--- src/rtl/veopixels_pkg.sv ---
// Shared types for the Veopixels chase engine: pixel format and animation modes.
// Pixels are GRB-ordered words exactly as they leave on the wire.
package veopixels_pkg;

    localparam int PIXEL_W = 24;

    typedef enum logic [1:0] {
        MODE_HOLD   = 2'b00,
        MODE_UP     = 2'b01,
        MODE_DOWN   = 2'b10,
        MODE_BOUNCE = 2'b11
    } chase_mode_t;

    typedef logic [PIXEL_W-1:0] pixel_t;

endpackage

--- src/rtl/veopixels_step_timer.sv ---
// Free-running step tick generator: one tick every STEP_CYCLES enabled cycles.
// The counter freezes while disabled and restarts from zero on clear.
module veopixels_step_timer #(
    parameter int STEP_CYCLES = 5_000_000
) (
    input  logic clk,
    input  logic rst,
    input  logic enable,
    input  logic clear,
    output logic tick
);

    localparam int CNT_W = $clog2(STEP_CYCLES);
    localparam logic [CNT_W-1:0] LAST = CNT_W'(STEP_CYCLES - 1);

    logic [CNT_W-1:0] r_count;

    assign tick = enable && (r_count == LAST);

    always_ff @(posedge clk) begin
        if (rst || clear) begin
            r_count <= '0;
        end else if (enable) begin
            if (r_count == LAST) begin
                r_count <= '0;
            end else begin
                r_count <= r_count + 1'b1;
            end
        end
    end

endmodule

--- src/rtl/veopixels_chase_engine.sv ---
// Frame-buffer animator feeding the Veopixels encoder: rotates or bounces the strip
// on each timer tick, but only applies a step while the encoder is between frames.
module veopixels_chase_engine #(
    parameter int LENGTH      = 16,
    parameter int PIXEL_W     = 24,
    parameter int STEP_CYCLES = 5_000_000,
    parameter int POS_W       = $clog2(LENGTH)
) (
    input  logic                      clk,
    input  logic                      rst,
    input  logic                      enable,
    input  logic [1:0]                mode,
    input  logic                      load,
    input  logic [LENGTH*PIXEL_W-1:0] load_strip,
    input  logic                      frame_ready,
    output logic [LENGTH*PIXEL_W-1:0] strip,
    output logic [POS_W-1:0]          pos,
    output logic                      dir,
    output logic                      step_pulse
);

    import veopixels_pkg::*;

    localparam logic [POS_W-1:0] POS_LAST = POS_W'(LENGTH - 1);

    chase_mode_t               w_mode;
    logic                      w_tick;
    logic                      w_apply;
    logic                      w_goUp;
    logic [POS_W-1:0]          w_posInc;
    logic [POS_W-1:0]          w_posDec;
    logic [POS_W-1:0]          w_nextPos;
    logic [LENGTH*PIXEL_W-1:0] w_rotUp;
    logic [LENGTH*PIXEL_W-1:0] w_rotDown;

    logic [LENGTH*PIXEL_W-1:0] r_strip;
    logic [POS_W-1:0]          r_pos;
    logic                      r_dir;
    logic                      r_stepPulse;
    logic                      r_pending;

    veopixels_step_timer #(
        .STEP_CYCLES(STEP_CYCLES)
    ) u_timer (
        .clk    (clk),
        .rst    (rst),
        .enable (enable),
        .clear  (load),
        .tick   (w_tick)
    );

    // Both rotation candidates are pure wiring; the mode only picks one at apply time.
    for (genvar i = 0; i < LENGTH; i++) begin : g_pix
        localparam int UP_SRC   = (i + LENGTH - 1) % LENGTH;
        localparam int DOWN_SRC = (i + 1) % LENGTH;
        assign w_rotUp[i*PIXEL_W +: PIXEL_W]   = r_strip[UP_SRC*PIXEL_W +: PIXEL_W];
        assign w_rotDown[i*PIXEL_W +: PIXEL_W] = r_strip[DOWN_SRC*PIXEL_W +: PIXEL_W];
    end

    assign w_mode    = chase_mode_t'(mode);
    assign w_goUp    = (w_mode == MODE_UP) || ((w_mode == MODE_BOUNCE) && !r_dir);
    assign w_apply   = r_pending && frame_ready && (w_mode != MODE_HOLD);
    assign w_posInc  = (r_pos == POS_LAST) ? '0 : r_pos + 1'b1;
    assign w_posDec  = (r_pos == '0) ? POS_LAST : r_pos - 1'b1;
    assign w_nextPos = w_goUp ? w_posInc : w_posDec;

    // A tick that lands while a step is already waiting is simply absorbed.
    always_ff @(posedge clk) begin
        if (rst) begin
            r_pending <= 1'b0;
        end else if (load || (w_mode == MODE_HOLD)) begin
            r_pending <= 1'b0;
        end else if (w_tick) begin
            r_pending <= 1'b1;
        end else if (w_apply) begin
            r_pending <= 1'b0;
        end
    end

    always_ff @(posedge clk) begin
        if (rst) begin
            r_strip     <= '0;
            r_pos       <= '0;
            r_dir       <= 1'b0;
            r_stepPulse <= 1'b0;
        end else if (load) begin
            r_strip     <= load_strip;
            r_pos       <= '0;
            r_dir       <= 1'b0;
            r_stepPulse <= 1'b0;
        end else begin
            r_stepPulse <= w_apply;
            if (w_apply) begin
                r_strip <= w_goUp ? w_rotUp : w_rotDown;
                r_pos   <= w_nextPos;
                if (w_mode == MODE_BOUNCE) begin
                    if (w_nextPos == POS_LAST) begin
                        r_dir <= 1'b1;
                    end else if (w_nextPos == '0) begin
                        r_dir <= 1'b0;
                    end
                end
            end
        end
    end

    assign strip      = r_strip;
    assign pos        = r_pos;
    assign dir        = r_dir;
    assign step_pulse = r_stepPulse;

endmodule
--- config.mk ---
export PLATFORM = sky130hd
export DESIGN_NAME = veopixels_chase_engine
export DESIGN_NICKNAME = d
export VERILOG_FILES = /design/src/rtl/veopixels_pkg.sv /design/src/rtl/veopixels_step_timer.sv /design/src/rtl/veopixels_chase_engine.sv
export SDC_FILE = /design/constraint.sdc
export NUM_CORES = 1
export LEC_CHECK = 0
export ABC_AREA = 1
export BUFFER_PORTS_ARGS = -buffer_cell sky130_fd_sc_hd__buf_2
export CAP_MARGIN = 20
export CORE_AREA = 2 2 304 306
export DETAILED_ROUTE_END_ITERATION = 12
export DIE_AREA = 0 0 306 308
export GPL_TIMING_DRIVEN = 0
export SLEW_MARGIN = 10
export SYNTH_ARGS = -nofsm -noshare
export SYNTH_HDL_FRONTEND = slang
export SYNTH_SLANG_ARGS = --single-unit
--- constraint.sdc ---
create_clock -name clk -period 3.4 [get_ports clk]
set_input_delay 0 -clock clk [delete_from_list [all_inputs] [get_ports clk]]
set_output_delay 0 -clock clk [all_outputs]
set_load 0.05 [all_outputs]
==> results.cfg, run 1 <==
[sta]
finalSetupViolCount = 0
finalWorstSetupSlack_ns = 0.712
worst_pin_slew_ns = 0.972
max_slew_margin_pct = 35.2
finalMaxSlewViolations = 0
period_share_pct = 79.0
hold_viol = 0
grt_setup_unrepaired = no
finClkSkew_ns = 0.0270
fin_crit_ns = 2.69
fmax_mhz = 372
setup_tns_ns = 0

[synthesis]
ys_ff_latch = 414
synth_fp_nets = 3313
ys_types = 28
syn_area_um2 = 21800
syn-instance-count = 2919
yosysWarnings = 0
synth_seq_area_share_pct = 38.1
avgSynthCellArea_um2 = 7.46

[detailed_routing]
ant_nets = 0
route.detailed.drc = 0
vias = 30100
drtPass1Iterations = 8
routed_wl_mm = 148
wire_per_inst_um = 27.5
drt_iter0_drc = 3992
viasPerCell = 5.59

[final_layout]
fillCellCount = 9614
area_growth_pct = 50.7
multi_input_area_um2 = 11800
seq_area_um2 = 8290
fin_util_pct = 36.1
drive_gt1_share_pct = 31.1
fin_nets = 4536

[clocking]
htree_levels = 2
cts_buffers = 52
post_cts_buffers = 0
clock-sinks = 414
clk_latency_ns = 0.61
clk_pin_slew_worst_paths_ns = 0.06
clk_path_buf_depth = 3
root_buffer = clkbuf_16
cts_tree = yes
cts_resized = 0
hold_buffers = 391

[die]
start_util_pct = 23.9
die_x_um = 306
fp.dieH_um = 308
ioPinCount = 781
dieArea_um2 = 94200
core-area_um2 = 91000
rows = 111

[min_path]
hold_path.class = in2reg
min_from = load

[grt]
grt_pass1_vias = 28500
grt_max_degree = 13
grt-ovfl-total = 0
grt_usage_pct = 29.5
antenna_found_initial = 16
grt_pass1_wl_mm = 204

[setup_path]
arrival_ns = 3.21
cpMaxStageDelayCell = clkbuf_1
reg2reg_from = dir$_SDFFE_PP0P_
critPathLaunch = dir$_SDFFE_PP0P_
critical_path_peak_fanout = 10
crit_type = reg2reg
cp_slowest_stage_delay_ns = 0.59
crit_path_start_kind = register
crit_path_cell_trace = nand2_1, nand2_2, inv_2, clkbuf_1, buf_2, o211ai_1, a31oi_1
required_ns = 3.92
end_kind = register

[power_and_ir_drop]
power.leakage_nw = 13.9
power_density_nw_per_um2 = 481
peakVddDrop_mv = 0.368

[placement]
preCtsSetupSlack_ns = 0.691
gp_congestion = 0.989
io_buffers = 778
hpwl_mm = 115

[job]
max_cap_violations = 0

[run_status]
status = finished, final reports clean
synthesized netlist by cell type:
cell type / instances / area [µm²]
inv_2: 3 / 11.3
nand4_1: 8 / 50.1
o21ai_1: 84 / 420
buf_4: 4 / 30.0
nand2_1: 540 / 2030
nor2_2: 3 / 18.8
o211ai_1: 384 / 2880
xor2_1: 3 / 26.3
or2_2: 288 / 1800
xnor2_1: 1 / 8.76
nand3_1: 19 / 95.1
a21oi_1: 12 / 60.1
nand2_2: 2 / 12.5
nor2_4: 3 / 33.8
buf_6: 15 / 169
buf_1: 1 / 3.75
nand3_2: 1 / 10.0
nor3b_1: 4 / 30.0
a211oi_1: 1 / 7.51
buf_2: 116 / 581
dfxtp_1: 414 / 8290
clkbuf_1: 163 / 612
o21ai_0: 311 / 1560
inv_1: 83 / 312
a31oi_1: 387 / 2420
nor2_1: 51 / 191
ha_1: 3 / 37.5
nor3_1: 15 / 75.1
per-stage QoR:
stage | hold WS [ns] | std cells | area [µm²] | total power (W)
2_1_floorplan | 0.155 | 2919 | 21800 | 0.00797
6_report | 0.187 | 5378 | 32800 | 0.0158
5_1_grt | 0.204 | 5371 | 32800 | 0.0161
3_5_place_dp | 0.277 | 4883 | 27100 | 0.00964
3_3_place_gp | 0.278 | 4883 | 27100 | 0.00963
4_1_cts | 0.178 | 5369 | 32800 | 0.0156
final timing paths:
check,to,slack (ns),cells after the start
worst min-delay path,strip[338]$_SDFFE_PP0P_,0.19,4
worst max register to register,strip[140]$_SDFFE_PP0P_,0.71,7
worst min register to register,r_pending$_SDFFE_PP0P_,0.49,2
worst max-delay path,strip[140]$_SDFFE_PP0P_,0.71,7
power breakdown:
group / internal, W / total (W) / switching, W
Clock: 0.00331 / 0.00574 / 0.00243
Sequential: 0.00519 / 0.00598 / 0.000788
Combinational: 0.00132 / 0.00405 / 0.00273
Total: 0.00982 / 0.0158 / 0.00595
critical path: cells and delay by family, from the launching register on:
kind                   cells  cell delay [ns]
AOI/OAI and AO/OA          2             0.31
buffers and inverters      3             1.47
DFF                        1             0.34
and+or+nand+nor            2             0.46
metal layers:
metal / GRT usage (%) / share of wire [%] / up-vias
met5: 0 / 0.053 / -
met4: 17.5 / 6.6 / 14
met3: 7.26 / 11 / 551
met2: 46.5 / 44 / 2309
met1: 36.4 / 38 / 14200
li1: - / - / 13000
layout make-up:
cell class | count | share of cell area [%]
diodes | 9 | 0.0687
plain buffers | 299 | 4.25
clock buffers | 75 | 4.72
clock inverters | 20 | 0.511
inverters | 86 | 0.984
multi-input cells | 2120 | 35.9
flip-flops and latches | 414 | 25.3
well taps | 1186 | 4.52
repair buffers | 1169 | 23.8
logic make-up after synthesis:
logic type      after synthesis  share of synthesized area [%]
compound gates             1179                           33.8
simple gates                934                           20.0
flops                       414                           38.1
buf+inv                     385                           7.89
xor+xnor                      4                          0.161
fa+ha+maj                     3                          0.172
layout by cell type (no fill, tap or decap), types with 83 or more instances in the layout:
master | Yosys | routed
a31oi_1 | 387 | 387
o21ai_0 | 311 | 311
or2_2 | 288 | 288
o211ai_1 | 384 | 384
dfxtp_1 | 414 | 414
dlygate4sd3_1 | 0 | 391
o21ai_1 | 84 | 84
buf_2 | 116 | 894
nand2_1 | 540 | 540
clkbuf_1 | 163 | 171
inv_1 | 83 | 83
registers in the layout, summed over array words and instances (netlist names):
register         count
r_pending            1
u_timer.r_count     23
pos                  4
strip              384
step_pulse           1
dir                  1
Note: power is estimated with default switching activity, not from simulation.
==> inputs of run 2 (changes only) <==
--- a/config.mk
+++ b/config.mk
@@ -8,9 +8,9 @@
 export ABC_AREA = 1
 export BUFFER_PORTS_ARGS = -buffer_cell sky130_fd_sc_hd__buf_2
 export CAP_MARGIN = 20
-export CORE_AREA = 2 2 304 306
+export CORE_AREA = 2 2 307 309
 export DETAILED_ROUTE_END_ITERATION = 12
-export DIE_AREA = 0 0 306 308
+export DIE_AREA = 0 0 309 311
 export GPL_TIMING_DRIVEN = 0
 export SLEW_MARGIN = 10
 export SYNTH_ARGS = -nofsm -noshare
==> constraint.sdc (replaced) <==
create_clock -name clk -period 2.7 [get_ports clk]
set_input_delay 0 -clock clk [delete_from_list [all_inputs] [get_ports clk]]
set_output_delay 0 -clock clk [all_outputs]
set_load 0.05 [all_outputs]
==> results.cfg, run 2 (synthesis results as in run 1) <==
[run_status]
status = finished, final reports clean

[setup_path]
required_ns = 3.19
crit_path_start_kind = register
crit_path_cell_trace = nand2_1, nand2_2, inv_6, buf_2, nand2_1, nand2_1, a21oi_1, dlygate4sd3_1
crit_type = reg2reg
cpMaxStageDelayCell = dlygate4sd3_1
crit_family = buffers and inverters
critPathMostFrequentCell = nand2_1
end_kind = register
critical_path_peak_fanout = 10
cp_slowest_stage_delay_ns = 0.56
cp_num_buf_inv = 3
arrival_ns = 3.02

[grt]
grt_pass1_wl_mm = 202
grt_pass1_vias = 28700
grt_usage_pct = 28.6
grt_max_degree = 14
antenna_found_initial = 14
grt-ovfl-total = 0

[sta]
fmax_mhz = 395
fin_crit_ns = 2.53
finClkSkew_ns = 0.0217
finalMaxSlewViolations = 0
grt_setup_unrepaired = no
finalSetupViolCount = 0
worst_pin_slew_ns = 1.12
period_share_pct = 93.7
max_slew_margin_pct = 25.2
finalWorstSetupSlack_ns = 0.171
setup_tns_ns = 0
hold_viol = 0

[final_layout]
drive_gt1_share_pct = 30.9
layout_commonest_cell = buf_2
largest_register_ffs = 384
fillCellCount = 9888
fin_nets = 4536
area_growth_pct = 50.8
fin_area_um2 = 32800
final_cell_mix = 894 x buf_2, 540 x nand2_1, 414 x dfxtp_1

[clocking]
clk_pin_slew_worst_paths_ns = 0.06
post_cts_buffers = 0
clk_path_buf_depth = 3
clock-sinks = 414
cts_buffers = 50
clk_latency_ns = 0.60
root_buffer = clkbuf_16
htree_levels = 2
cts_tree = yes

[min_path]
hold_path.class = in2reg

[detailed_routing]
vias = 30100
wire_per_inst_um = 26.9
route.detailed.drc = 0
drt_iter0_drc = 3680
viasPerCell = 5.54
drtPass1Iterations = 8
routed_wl_mm = 146
ant_nets = 0

[die]
rows = 112
core-area_um2 = 92800
die_x_um = 309
fp.dieH_um = 311
ioPinCount = 781
start_util_pct = 23.5
dieArea_um2 = 96100

[placement]
gp_congestion = 0.999
preCtsSetupSlack_ns = -0.0324
hpwl_mm = 114
placed_cell_area_um2 = 27200
io_buffers = 778

[power_and_ir_drop]
clkPwrFrac_pct = 35.7
intPower_w = 0.0122
power_density_nw_per_um2 = 598
seq_power_share_pct = 38.4
power.leakage_nw = 13.9
peakVddDrop_mv = 0.503
switching_power_w = 0.00740
swShare_pct = 37.7
p_comb_share_pct = 25.9

[job]
max_cap_violations = 0
[run 2: changes by cell type in the layout (fill, tap and decap cells not counted)]
cell and delta:
inv_2 -1, dlygate4sd3_1 +2, clkbuf_16 -2, clkbuf_2 +1, clkbuf_8 -1, inv_8 -1
clkinv_8 +2, clkinv_4 -2, diode_2 -4, clkinv_2 -9, clkinvlp_4 +3, clkbuf_1 +5
[run 2: layout make-up]
type	instances	area (µm²)	area share (%)
multi-input combinational	2120	11800	35.8
sequential	414	8290	25.2
timing repair buffer	1171	7830	23.8
tap	1254	1570	4.78
clock buffer	78	1510	4.59
buffer	299	1400	4.25
inverter	86	328	0.998
clock inverter	12	140	0.427
antenna	5	12.5	0.0381
[run 2: repair_timing]
item	CTS	global route
hold buffers	393	0
cloned	0	0
pin swaps	0	0
setup endpoints to repair	46	7
endpoints found under the hold margin	403	0
gates resized for setup	1	3
[run 2: worst paths after layout]
check	from	end	cells after the start	slack (ns)
hold reg to reg	r_pending$_SDFFE_PP0P_	r_pending$_SDFFE_PP0P_	2	0.49
hold / removal	load_strip[142]	strip[142]$_SDFFE_PP0P_	4	0.21
setup / recovery	dir$_SDFFE_PP0P_	pos[0]$_SDFFE_PP0P_	8	0.17
setup reg to reg	dir$_SDFFE_PP0P_	pos[0]$_SDFFE_PP0P_	8	0.17
[run 2: routing by layer]
metal / global-route usage, % / up-vias / part of all wire [%]
li1: - / 13000 / -
met1: 35.3 / 14100 / 38
met2: 44.3 / 2381 / 43
met3: 7.56 / 615 / 12
met4: 17.3 / 18 / 7.2
met5: 0 / - / 0.090
[run 2: through the flow]
stage	util [%]	instances	hold slack, ns	total power, W
after floorplan	-	2919	0.155	0.0100
after global placement	29.4	4951	0.269	0.0121
after detailed placement	29.4	4951	0.278	0.0121
after CTS	35.4	5434	0.174	0.0195
after global routing	35.4	5434	0.208	0.0201
final	35.4	5439	0.212	0.0196
[run 2: power groups by stage]
stage / Sequential (W) / Combinational, W / Clock, W
after global routing: 0.00748 / 0.00534 / 0.00726
final: 0.00753 / 0.00509 / 0.00700
after floorplan: 0.00846 / 0.00158 / 0
after global placement: 0.00759 / 0.00451 / 0
after CTS: 0.00745 / 0.00499 / 0.00702
after detailed placement: 0.00758 / 0.00453 / 0
[run 2: worst reg2reg max path, cell delays in order (launching register included)]
cell,delay [ns]
dfxtp_1,0.36
nand2_1,0.11
nand2_2,0.38
inv_6,0.36
buf_2,0.36
nand2_1,0.13
nand2_1,0.09
a21oi_1,0.06
dlygate4sd3_1,0.56
